File: src/rtl/seq_gen_pkg.sv
// -----------------------------------------------------------------------------
// seq_gen_pkg
// Shared types and constants for the Moore serial pattern transmitter:
// FSM state encoding, default pattern/gap/width constants and the even-parity
// helper used for the optional parity bit.
// -----------------------------------------------------------------------------
package seq_gen_pkg;

  // Transmitter states
  typedef enum logic [1:0] {
    ST_IDLE = 2'd0,
    ST_SEND = 2'd1,
    ST_GAP  = 2'd2,
    ST_DONE = 2'd3
  } state_e;

  localparam int unsigned PAT_W_DEFAULT   = 4;
  localparam logic [3:0]  PATTERN_DEFAULT = 4'b1010;
  localparam int unsigned GAP_DEFAULT     = 2;
  localparam int unsigned CNT_W_DEFAULT   = 8;

  // Gap lengths run 0..15, so a 4-bit gap counter always suffices
  localparam int unsigned GAP_CNT_W = 4;

  // Even-parity bit of a pattern: XOR of all bits (upper bits zero-padded)
  function automatic logic even_parity(input logic [31:0] pat);
    return ^pat;
  endfunction

endpackage : seq_gen_pkg

File: src/rtl/seq_down_counter.sv
// -----------------------------------------------------------------------------
// seq_down_counter
// Loadable, saturating down-counter with a registered zero flag.
// Priority: clear > load > decrement.
//
// Ports:
//   clk        in   clock, rising edge
//   rst_n      in   asynchronous active-low reset (count -> 0, zero -> 1)
//   i_clr      in   synchronous clear to zero
//   i_load     in   load i_load_val
//   i_load_val in   W-bit load value
//   i_dec      in   decrement by one, holds at zero
//   o_count    out  current count
//   o_zero     out  high when o_count is zero
// -----------------------------------------------------------------------------
module seq_down_counter #(
  parameter int unsigned W = 4
) (
  input  logic         clk,
  input  logic         rst_n,
  input  logic         i_clr,
  input  logic         i_load,
  input  logic [W-1:0] i_load_val,
  input  logic         i_dec,
  output logic [W-1:0] o_count,
  output logic         o_zero
);

  logic [W-1:0] r_count;
  logic         r_zero;
  logic [W-1:0] w_next;

  // Next count value
  always_comb begin
    w_next = r_count;
    if (i_clr) begin
      w_next = '0;
    end else if (i_load) begin
      w_next = i_load_val;
    end else if (i_dec && (r_count != '0)) begin
      w_next = r_count - W'(1);
    end
  end

  // Count and zero flag registers; the flag tracks the value being loaded
  always_ff @(posedge clk or negedge rst_n) begin
    if (!rst_n) begin
      r_count <= '0;
      r_zero  <= 1'b1;
    end else begin
      r_count <= w_next;
      r_zero  <= (w_next == '0);
    end
  end

  assign o_count = r_count;
  assign o_zero  = r_zero;

endmodule : seq_down_counter

File: src/rtl/sequence_generator_moore.sv
// -----------------------------------------------------------------------------
// sequence_generator_moore
// Moore serial pattern transmitter. On an accepted start it shifts PATTERN out
// MSB-first, one bit per clock, num_frames times, with GAP idle zero bits
// between frames, then pulses done for one cycle. All outputs are registered.
//
// Optional feature macro: SEQ_GEN_PARITY_EN -- appends one even-parity bit to
// every frame (frame becomes PAT_W+1 bits; the gap follows the parity bit).
//
// Ports:
//   clk         in   clock, rising edge
//   rst         in   asynchronous active-low reset
//   start       in   transmit request, sampled only in IDLE
//   abort       in   synchronous cancel, honoured in every state
//   num_frames  in   frame count, latched when start is accepted
//   out_seq     out  serial data bit
//   busy        out  high while sending frames or gap bits
//   done        out  one-cycle pulse after the last bit of the last frame
// -----------------------------------------------------------------------------
module sequence_generator_moore
  import seq_gen_pkg::*;
#(
  parameter int unsigned      PAT_W   = PAT_W_DEFAULT,
  parameter logic [PAT_W-1:0] PATTERN = PAT_W'(PATTERN_DEFAULT),
  parameter int unsigned      GAP     = GAP_DEFAULT,
  parameter int unsigned      CNT_W   = CNT_W_DEFAULT
) (
  input  logic             clk,
  input  logic             rst,
  input  logic             start,
  input  logic             abort,
  input  logic [CNT_W-1:0] num_frames,
  output logic             out_seq,
  output logic             busy,
  output logic             done
);

  localparam int unsigned BIT_W = (PAT_W > 1) ? $clog2(PAT_W) : 1;
  localparam logic [BIT_W-1:0]     BIT_MSB  = BIT_W'(PAT_W - 1);
  localparam logic [GAP_CNT_W-1:0] GAP_LOAD = (GAP == 0) ? '0 : GAP_CNT_W'(GAP - 1);
  localparam logic                 PAR_BIT  = even_parity(32'(PATTERN));

  state_e r_state;
  logic   r_out_seq;
  logic   r_busy;
  logic   r_done;

  logic [BIT_W-1:0]     w_bit_cnt;
  logic [BIT_W-1:0]     w_bit_prev;
  logic                 w_bit_zero;
  logic [GAP_CNT_W-1:0] w_gap_cnt_unused;
  logic                 w_gap_zero;
  logic [CNT_W-1:0]     w_frames_cnt;
  logic                 w_frames_zero_unused;

  logic w_accept;
  logic w_frame_end;
  logic w_last_frame;
  logic w_gap_exit;
  logic w_par_cycle;
  logic w_bit_load;
  logic w_bit_dec;
  logic w_gap_load;
  logic w_gap_dec;
  logic w_frames_load;
  logic w_frames_dec;

`ifdef SEQ_GEN_PARITY_EN
  logic r_par_phase;

  // Parity cycle: bit index exhausted but the parity bit is not yet out
  assign w_par_cycle = w_bit_zero && !r_par_phase;
`else
  assign w_par_cycle = 1'b0;
`endif

  assign w_bit_prev = w_bit_cnt - BIT_W'(1);

  // Counter control decode; shares its decisions with the state register
  always_comb begin
    w_accept      = (r_state == ST_IDLE) && start && !abort;
    w_frame_end   = (r_state == ST_SEND) && w_bit_zero && !w_par_cycle && !abort;
    w_last_frame  = (w_frames_cnt == CNT_W'(1));
    w_gap_exit    = (r_state == ST_GAP) && w_gap_zero && !abort;
    w_bit_load    = (w_accept && (num_frames != '0))
                  || (w_frame_end && !w_last_frame && (GAP == 0))
                  || w_gap_exit;
    w_bit_dec     = (r_state == ST_SEND) && !w_bit_zero && !abort;
    w_gap_load    = w_frame_end && !w_last_frame && (GAP != 0);
    w_gap_dec     = (r_state == ST_GAP) && !w_gap_zero && !abort;
    w_frames_load = w_accept;
    w_frames_dec  = w_frame_end;
  end

  // Index of the bit currently on out_seq
  seq_down_counter #(.W(BIT_W)) u_bit_cnt (
    .clk        (clk),
    .rst_n      (rst),
    .i_clr      (abort),
    .i_load     (w_bit_load),
    .i_load_val (BIT_MSB),
    .i_dec      (w_bit_dec),
    .o_count    (w_bit_cnt),
    .o_zero     (w_bit_zero)
  );

  // Remaining gap cycles after the current one
  seq_down_counter #(.W(GAP_CNT_W)) u_gap_cnt (
    .clk        (clk),
    .rst_n      (rst),
    .i_clr      (abort),
    .i_load     (w_gap_load),
    .i_load_val (GAP_LOAD),
    .i_dec      (w_gap_dec),
    .o_count    (w_gap_cnt_unused),
    .o_zero     (w_gap_zero)
  );

  // Frames still to send, including the one in flight
  seq_down_counter #(.W(CNT_W)) u_frames_cnt (
    .clk        (clk),
    .rst_n      (rst),
    .i_clr      (abort),
    .i_load     (w_frames_load),
    .i_load_val (num_frames),
    .i_dec      (w_frames_dec),
    .o_count    (w_frames_cnt),
    .o_zero     (w_frames_zero_unused)
  );

  // FSM with registered Moore outputs
  always_ff @(posedge clk or negedge rst) begin
    if (!rst) begin
      r_state   <= ST_IDLE;
      r_out_seq <= 1'b0;
      r_busy    <= 1'b0;
      r_done    <= 1'b0;
`ifdef SEQ_GEN_PARITY_EN
      r_par_phase <= 1'b0;
`endif
    end else begin
      r_out_seq <= 1'b0;
      r_busy    <= 1'b0;
      r_done    <= 1'b0;
      if (abort) begin
        r_state <= ST_IDLE;
`ifdef SEQ_GEN_PARITY_EN
        r_par_phase <= 1'b0;
`endif
      end else begin
        case (r_state)
          ST_IDLE: begin
            if (start) begin
              if (num_frames != '0) begin
                r_state   <= ST_SEND;
                r_out_seq <= PATTERN[BIT_MSB];
                r_busy    <= 1'b1;
              end else begin
                r_state <= ST_DONE;
                r_done  <= 1'b1;
              end
            end
          end

          ST_SEND: begin
            r_busy <= 1'b1;
            if (!w_bit_zero) begin
              r_out_seq <= PATTERN[w_bit_prev];
            end else if (w_par_cycle) begin
              r_out_seq <= PAR_BIT;
`ifdef SEQ_GEN_PARITY_EN
              r_par_phase <= 1'b1;
`endif
            end else begin
`ifdef SEQ_GEN_PARITY_EN
              r_par_phase <= 1'b0;
`endif
              if (w_last_frame) begin
                r_state <= ST_DONE;
                r_busy  <= 1'b0;
                r_done  <= 1'b1;
              end else if (GAP == 0) begin
                r_out_seq <= PATTERN[BIT_MSB];
              end else begin
                r_state <= ST_GAP;
              end
            end
          end

          ST_GAP: begin
            r_busy <= 1'b1;
            if (w_gap_zero) begin
              r_state   <= ST_SEND;
              r_out_seq <= PATTERN[BIT_MSB];
            end
          end

          ST_DONE: begin
            r_state <= ST_IDLE;
          end

          default: begin
            r_state <= ST_IDLE;
          end
        endcase
      end
    end
  end

  assign out_seq = r_out_seq;
  assign busy    = r_busy;
  assign done    = r_done;

endmodule : sequence_generator_moore

File: config.mk
export PLATFORM = sky130hd
export DESIGN_NAME = sequence_generator_moore
export DESIGN_NICKNAME = d
export VERILOG_FILES = /design/src/rtl/seq_gen_pkg.sv /design/src/rtl/seq_down_counter.sv /design/src/rtl/sequence_generator_moore.sv
export SDC_FILE = /design/constraint.sdc
export NUM_CORES = 1
export LEC_CHECK = 0
export BUFFER_PORTS_ARGS = -buffer_cell sky130_fd_sc_hd__clkbuf_2
export CORE_MARGIN = 1
export CORE_UTILIZATION = 40
export CTS_CLUSTER_DIAMETER = 60
export DETAILED_ROUTE_END_ITERATION = 10
export GPL_TIMING_DRIVEN = 0
export PLACE_DENSITY = 0.6
export SYNTH_ARGS = -nofsm -noshare
export SYNTH_HDL_FRONTEND = slang
export SYNTH_HIERARCHICAL = 1
export SYNTH_SLANG_ARGS = --single-unit
File: constraint.sdc
create_clock -name clk -period 2.2 [get_ports clk]
set_clock_uncertainty 0.05 [all_clocks]
set_input_delay 0.33 -clock clk [delete_from_list [all_inputs] [get_ports clk]]
set_output_delay 0.33 -clock clk [all_outputs]
set_load 0.03 [all_outputs]
==> results.py, run 1 <==
metrics = {
    "timing": {
        "period_share_pct": 92.77,
        "worst_pin_slew_ns": 0.5655,
        "fmax_ghz": 0.4900,
        "setup_viol": 0,
        "max_slew_margin_pct": 62.30,
        "hold_viol_final": 9,
        "slew_viol_final": 0,
        "rsz0062_at_grt": "false",
        "holdWs_ns": -0.008204,
        "post-route-min-period_ns": 2.041,
        "setup_tns_ns": 0,
        "worst_slack_ns": 0.1591,
    },
    "clock_network": {
        "clock_latency_ns": 0.26,
        "cts_tree": "built",
        "clockRootBuffer": "clkbuf_8",
        "numCtsBuffers": 3,
        "clock-sinks": 21,
        "cts_buffer_depth": 2,
        "clk_pin_slew_ns": 0.09,
        "htree_num_levels": 1,
    },
    "layout": {
        "final_cells": 225,
        "area_growth_pct": 17.27,
        "diodes": 0,
        "fin_util_pct": 50.85,
        "nets": 196,
        "ff_latch_area_um2": 528.0,
        "final_area_um2": 1750,
        "fillers": 324,
        "drive_gt1_share_pct": 28.49,
        "multi_input_area_um2": 949.7,
    },
    "detailed_routing": {
        "routed_via_density": 5.591,
        "drtIter0Drc": 58,
        "antenna_left": 0,
        "dr.pass1.iters": 4,
        "wire_per_inst_um": 14.61,
        "totalWireLength_um": 3287,
        "drc": 0,
        "num_vias": 1258,
    },
    "place": {
        "dpl-instance-area_um2": 1635,
        "place_ws_ns": -0.4544,
        "io_buffers": 14,
        "placed_cells_incl_taps": 221,
        "place_congestion": 0.8198,
        "detailed_place_hpwl_um": 2452,
    },
    "logic_synthesis": {
        "synth_area_per_cell_um2": 9.508,
        "syn_area_um2": 1493,
        "yosys_warnings": 6,
        "synthCells": 157,
    },
    "critical_path": {
        "crit_slowest_cell": "dfrtp_1",
        "cp_num_buf_inv": 1,
        "path_class": "flip-flop to flip-flop",
        "critical_path_arrival_ns": 2.17,
        "required_ns": 2.33,
        "crit_family": "compound AO/OA/AOI/OAI gates",
        "cp-end-kind": "flip-flop",
        "critPathMaxStageDelay_ns": 0.38,
        "crit_chain": "buf_6, nor2b_2, a21bo_2, a211oi_4, and4bb_4, a2111oi_4, a21oi_2",
        "start_kind": "flip-flop",
        "crit_fanout": 10,
    },
    "floorplanning": {
        "core-area_um2": 3442,
        "dieArea_um2": 3980,
        "fp-row-count": 21,
        "die_x_um": 63.09,
        "start_util_pct": 43.37,
        "die_y_um": 63.09,
        "num_io_pins": 15,
    },
    "global_routing": {
        "overflow": 0,
        "grt_usage_pct": 18.63,
        "grtUsageMet1_pct": 24.60,
        "met2_usage_pct": 32.39,
        "grt_pass1_wl_um": 6023,
        "grt_pass1_vias": 1340,
        "grt_max_degree": 22,
        "met3_usage_pct": 2.536,
        "antenna_found_initial": 0,
        "busiest_layer": "met2",
    },
    "run_status": {
        "status": "finished, violations left",
        "failed_checks": "negative hold slack",
    },
    "run": {
        "cap_violations": 0,
    },
    "pwr": {
        "p_total_mw": 1.155,
        "powerDensity_nw_per_um2": 659.6,
        "peakVddDrop_mv": 0.3105,
        "p_leak_nw": 0.7247,
    },
    "hold_path": {
        "hold_path_class": "primary input to async pin",
    },
}
==> registers in the layout, summed over array words and instances (netlist names) <==
| name | count |
|---|---|
| u_frames_cnt/o_count | 8 |
| busy | 1 |
| u_bit_cnt/o_zero | 1 |
| u_gap_cnt/o_count | 4 |
| u_gap_cnt/o_zero | 1 |
| r_state | 2 |
| out_seq | 1 |
| u_bit_cnt/o_count | 2 |
| done | 1 |
==> worst register-to-register path: cells and delay by family (launching register included) <==
kind            cells  cell delay (ns)
simple gates        2             0.41
buf+inv             1             0.14
flops               1             0.38
compound gates      4             1.00
==> layout by cell type (no fill, tap or decap), types with 3 or more instances in the layout <==
cell and count:
a21boi_0 3, a21oi_1 12, clkbuf_2 16, clkbuf_8 3, conb_1 6, dfrtp_1 19, ha_1 4, inv_1 16
nand2_1 4, nand3_1 3, nand3b_1 3, nor2_1 12, nor2b_1 3, nor4_1 3, nor4b_2 4, o21a_1 5
o31a_1 4
==> per-layer routing <==
metal  vias to the layer above  routed length (um)  part of all wire, %
li1                        622                   -                    -
met1                       619                1609                   49
met2                        15                1584                   48
met3                         2                  86                  2.6
met4                         0                   8                 0.24
met5                         -                   0                    0
==> worst paths after layout <==
kind	cells past startpoint	slack, ns	endpoint	start
worst max-delay path	7	0.16	u_bit_cnt/o_zero$_DFF_PN1_	r_state[1]$_DFFE_PN0P_
worst min-delay path	1	-0.008	u_frames_cnt/o_count[6]$_DFF_PN0_	rst
worst max register to register	7	0.16	u_bit_cnt/o_zero$_DFF_PN1_	r_state[1]$_DFFE_PN0P_
worst min register to register	2	0.57	out_seq$_DFF_PN0_	u_bit_cnt/o_count[0]$_DFF_PN0_
max in group asynchronous	1	1.73	u_bit_cnt/o_zero$_DFF_PN1_	rst
min in group clk	3	0.29	u_frames_cnt/o_count[7]$_DFF_PN0_	num_frames[7]
==> final cells by class <==
cell class	count	share of cell area, %
Multi-Input combinational cell	117	54.25
Sequential cell	21	30.16
Timing Repair Buffer	14	4.003
Inverter	17	3.645
Tap cell	46	3.288
Clock buffer	3	2.359
Buffer	6	2.001
Clock inverter	1	0.2859
==> what timing repair did <==
item / in CTS / in global routing
setup buffers: 0 / 0
hold buffers: 0 / 0
resized for setup: 6 / 9
endpoints found under the setup margin: 7 / 8
hold endpoints to repair: 0 / 0
pin swaps: 0 / 1
==> report_power, final <==
group / internal [mW] / switching, mW / total, mW
Clock: 0.126 / 0.137 / 0.263
Combinational: 0.170 / 0.216 / 0.386
Sequential: 0.440 / 0.0661 / 0.506
No activity file was read; power rests on OpenSTA's default activity.
==> run 2: changes to the inputs <==
--- a/config.mk
+++ b/config.mk
@@ -6,12 +6,13 @@
 export NUM_CORES = 1
 export LEC_CHECK = 0
 export BUFFER_PORTS_ARGS = -buffer_cell sky130_fd_sc_hd__clkbuf_2
+export CORE_ASPECT_RATIO = 2
 export CORE_MARGIN = 1
 export CORE_UTILIZATION = 40
 export CTS_CLUSTER_DIAMETER = 60
 export DETAILED_ROUTE_END_ITERATION = 10
 export GPL_TIMING_DRIVEN = 0
-export PLACE_DENSITY = 0.6
+export PLACE_DENSITY = 0.58
 export SYNTH_ARGS = -nofsm -noshare
 export SYNTH_HDL_FRONTEND = slang
 export SYNTH_HIERARCHICAL = 1
==> constraint.sdc (replaced) <==
create_clock -name clk -period 1.9 [get_ports clk]
set_clock_uncertainty 0.05 [all_clocks]
set_input_delay 0.285 -clock clk [delete_from_list [all_inputs] [get_ports clk]]
set_output_delay 0.285 -clock clk [all_outputs]
set_load 0.03 [all_outputs]
==> results.py, run 2 (synthesis results as in run 1) <==
metrics = {
    "pwr": {
        "p_leak_nw": 0.8228,
        "pwr-share-clk_pct": 21.1,
        "powerDensity_nw_per_um2": 739.6,
        "p_seq_share_pct": 41.5,
        "p_int_mw": 0.9224,
        "power_frac_comb_pct": 37.4,
        "peakVddDrop_mv": 0.5913,
        "switching_power_mw": 0.5267,
        "swShare_pct": 36.34,
    },
    "global_routing": {
        "overflow": 0,
        "grt_max_degree": 22,
        "grt_usage_pct": 21.56,
        "antenna_found_initial": 0,
        "grt_pass1_wl_um": 6237,
        "grt_pass1_vias": 1410,
    },
    "timing": {
        "slew_viol_final": 0,
        "hold_viol_final": 0,
        "fmax_ghz": 0.5350,
        "worst_pin_slew_ns": 0.5476,
        "rsz0062_at_grt": "true",
        "holdWs_ns": 0.2731,
        "period_share_pct": 98.38,
        "max_slew_margin_pct": 63.16,
        "post-route-min-period_ns": 1.869,
        "setup_viol": 0,
    },
    "clock_network": {
        "htree_num_levels": 1,
        "cts_tree": "built",
        "clock-sinks": 21,
        "clockRootBuffer": "clkbuf_8",
        "clock_latency_ns": 0.27,
        "numCtsBuffers": 3,
        "cts_buffer_depth": 2,
        "clk_pin_slew_ns": 0.08,
    },
    "critical_path": {
        "crit_chain": "buf_6, nor2b_4, a21bo_4, a211oi_4, buf_6, buf_4, nor2_1, a21oi_1, and2_1",
        "required_ns": 2.05,
        "crit_slowest_cell": "dfrtp_1",
        "crit_family": "compound AO/OA/AOI/OAI gates",
        "path_class": "flip-flop to flip-flop",
        "cp.depth": 9,
        "crit_fanout": 6,
        "critical_path_arrival_ns": 2.02,
        "critPathMaxStageDelay_ns": 0.38,
        "start_kind": "flip-flop",
        "path_common_cell": "buf_6",
        "cp-end-kind": "flip-flop",
        "cp_num_buf_inv": 3,
        "reg2reg_depth": 9,
    },
    "floorplanning": {
        "num_io_pins": 15,
        "die_x_um": 45.20,
        "fp-row-count": 31,
        "core-area_um2": 3607,
        "start_util_pct": 41.38,
        "die_y_um": 88.39,
        "dieArea_um2": 3995,
    },
    "layout": {
        "area_growth_pct": 31.27,
        "mostFrequentLayoutCell": "inv_1",
        "final_cell_mix": "inv_1, dfrtp_1, clkbuf_2, buf_4",
        "final_area_um2": 1959,
        "fillers": 365,
        "drive_gt1_share_pct": 38.14,
        "nets": 211,
        "largest_reg_flops": 8,
        "diodes": 0,
    },
    "detailed_routing": {
        "num_vias": 1340,
        "drtIter0Drc": 29,
        "antenna_left": 0,
        "wire_per_inst_um": 16.12,
        "dr.pass1.iters": 4,
        "totalWireLength_um": 3918,
        "routed_via_density": 5.514,
        "drc": 0,
    },
    "run": {
        "cap_violations": 0,
    },
    "run_status": {
        "status": "complete, no violations",
    },
    "place": {
        "place_congestion": 0.8747,
        "detailed_place_hpwl_um": 2864,
        "dpl-instance-area_um2": 1662,
        "io_buffers": 14,
    },
    "hold_path": {
        "hold_path_class": "primary input to flip-flop",
        "hold_path_depth": 3,
    },
}
[run 2: cell count changes in the layout (fill, tap and decap cells not counted), moves of 2 or more]
cell	before	now
buf_4	0	13
dfrtp_1	19	14
dfrtp_2	0	5
clkbuf_2	16	13
nor4b_2	4	1
nor4b_4	1	4
buf_6	1	3
nand3_1	3	1
nand3_2	0	2
[run 2: power groups by stage]
stage / Clock [mW] / Combinational [mW] / Sequential, mW
finish: 0.306 / 0.542 / 0.601
global placement: 0 / 0.423 / 0.582
CTS: 0.311 / 0.507 / 0.594
detailed placement: 0 / 0.437 / 0.586
floorplan: 0 / 0.316 / 0.579
global route: 0.333 / 0.594 / 0.609
[run 2: final cells by class]
type / count / area, um^2 / share of cell area, %
clock buffer: 4 / 45.04 / 2.299
multi-input combinational: 117 / 1022 / 52.17
tap: 49 / 61.31 / 3.129
sequential: 21 / 534.3 / 27.27
inverter: 17 / 63.81 / 3.257
timing repair buffer: 29 / 188.9 / 9.642
buffer: 6 / 43.79 / 2.235
[run 2: what timing repair did]
action / CTS / global route
hold buffers: 1 / 0
pin swaps: 5 / 7
setup endpoints to repair: 15 / 12
resized for setup: 17 / 16
buffers inserted: 11 / 3
hold endpoints to repair: 19 / 0
[run 2: metrics by stage]
stage / total power, mW / instances / utilization (%) / TNS, ns / setup WS (ns)
after floorplan: 0.8955 / 161 / - / 0 / 0.008572
after global placement: 1.005 / 224 / 46.06 / -3.907 / -0.4572
after detailed placement: 1.023 / 224 / 46.06 / -4.345 / -0.4483
after CTS: 1.413 / 240 / 52.20 / -0.007070 / -0.006622
after global routing: 1.536 / 243 / 54.32 / -0.1084 / -0.05883
final: 1.449 / 243 / 54.32 / 0 / 0.03073
[run 2: metal layers]
layer	up-vias	share of wire (%)	track usage, %	wire length, um
met1	666	34	18.98	1315
met3	9	1.3	2.041	51
met4	0	2.8	9.091	109
met2	16	62	44.80	2442
met5	-	0	0	0
li1	649	-	-	-
[run 2: worst register-to-register path, cell delays in order, from the launching register on]
cell      delay, ns
dfrtp_1        0.38
buf_6          0.14
nor2b_4        0.11
a21bo_4        0.25
a211oi_4       0.23
buf_6          0.14
buf_4          0.11
nor2_1         0.04
a21oi_1        0.21
and2_1         0.16
[run 2: final timing paths]
path,start,end,slack (ns)
max in group asynchronous,rst,u_frames_cnt/o_count[3]$_DFF_PN0_,0.92
setup reg to reg,r_state[1]$_DFFE_PN0P_,u_bit_cnt/o_count[1]$_DFF_PN0_,0.03
hold reg to reg,u_bit_cnt/o_zero$_DFF_PN1_,done$_DFF_PN0_,0.58
setup / recovery,r_state[1]$_DFFE_PN0P_,u_bit_cnt/o_count[1]$_DFF_PN0_,0.03
hold / removal,num_frames[7],u_frames_cnt/o_count[7]$_DFF_PN0_,0.27
min in group asynchronous,rst,u_frames_cnt/o_count[4]$_DFF_PN0_,0.48
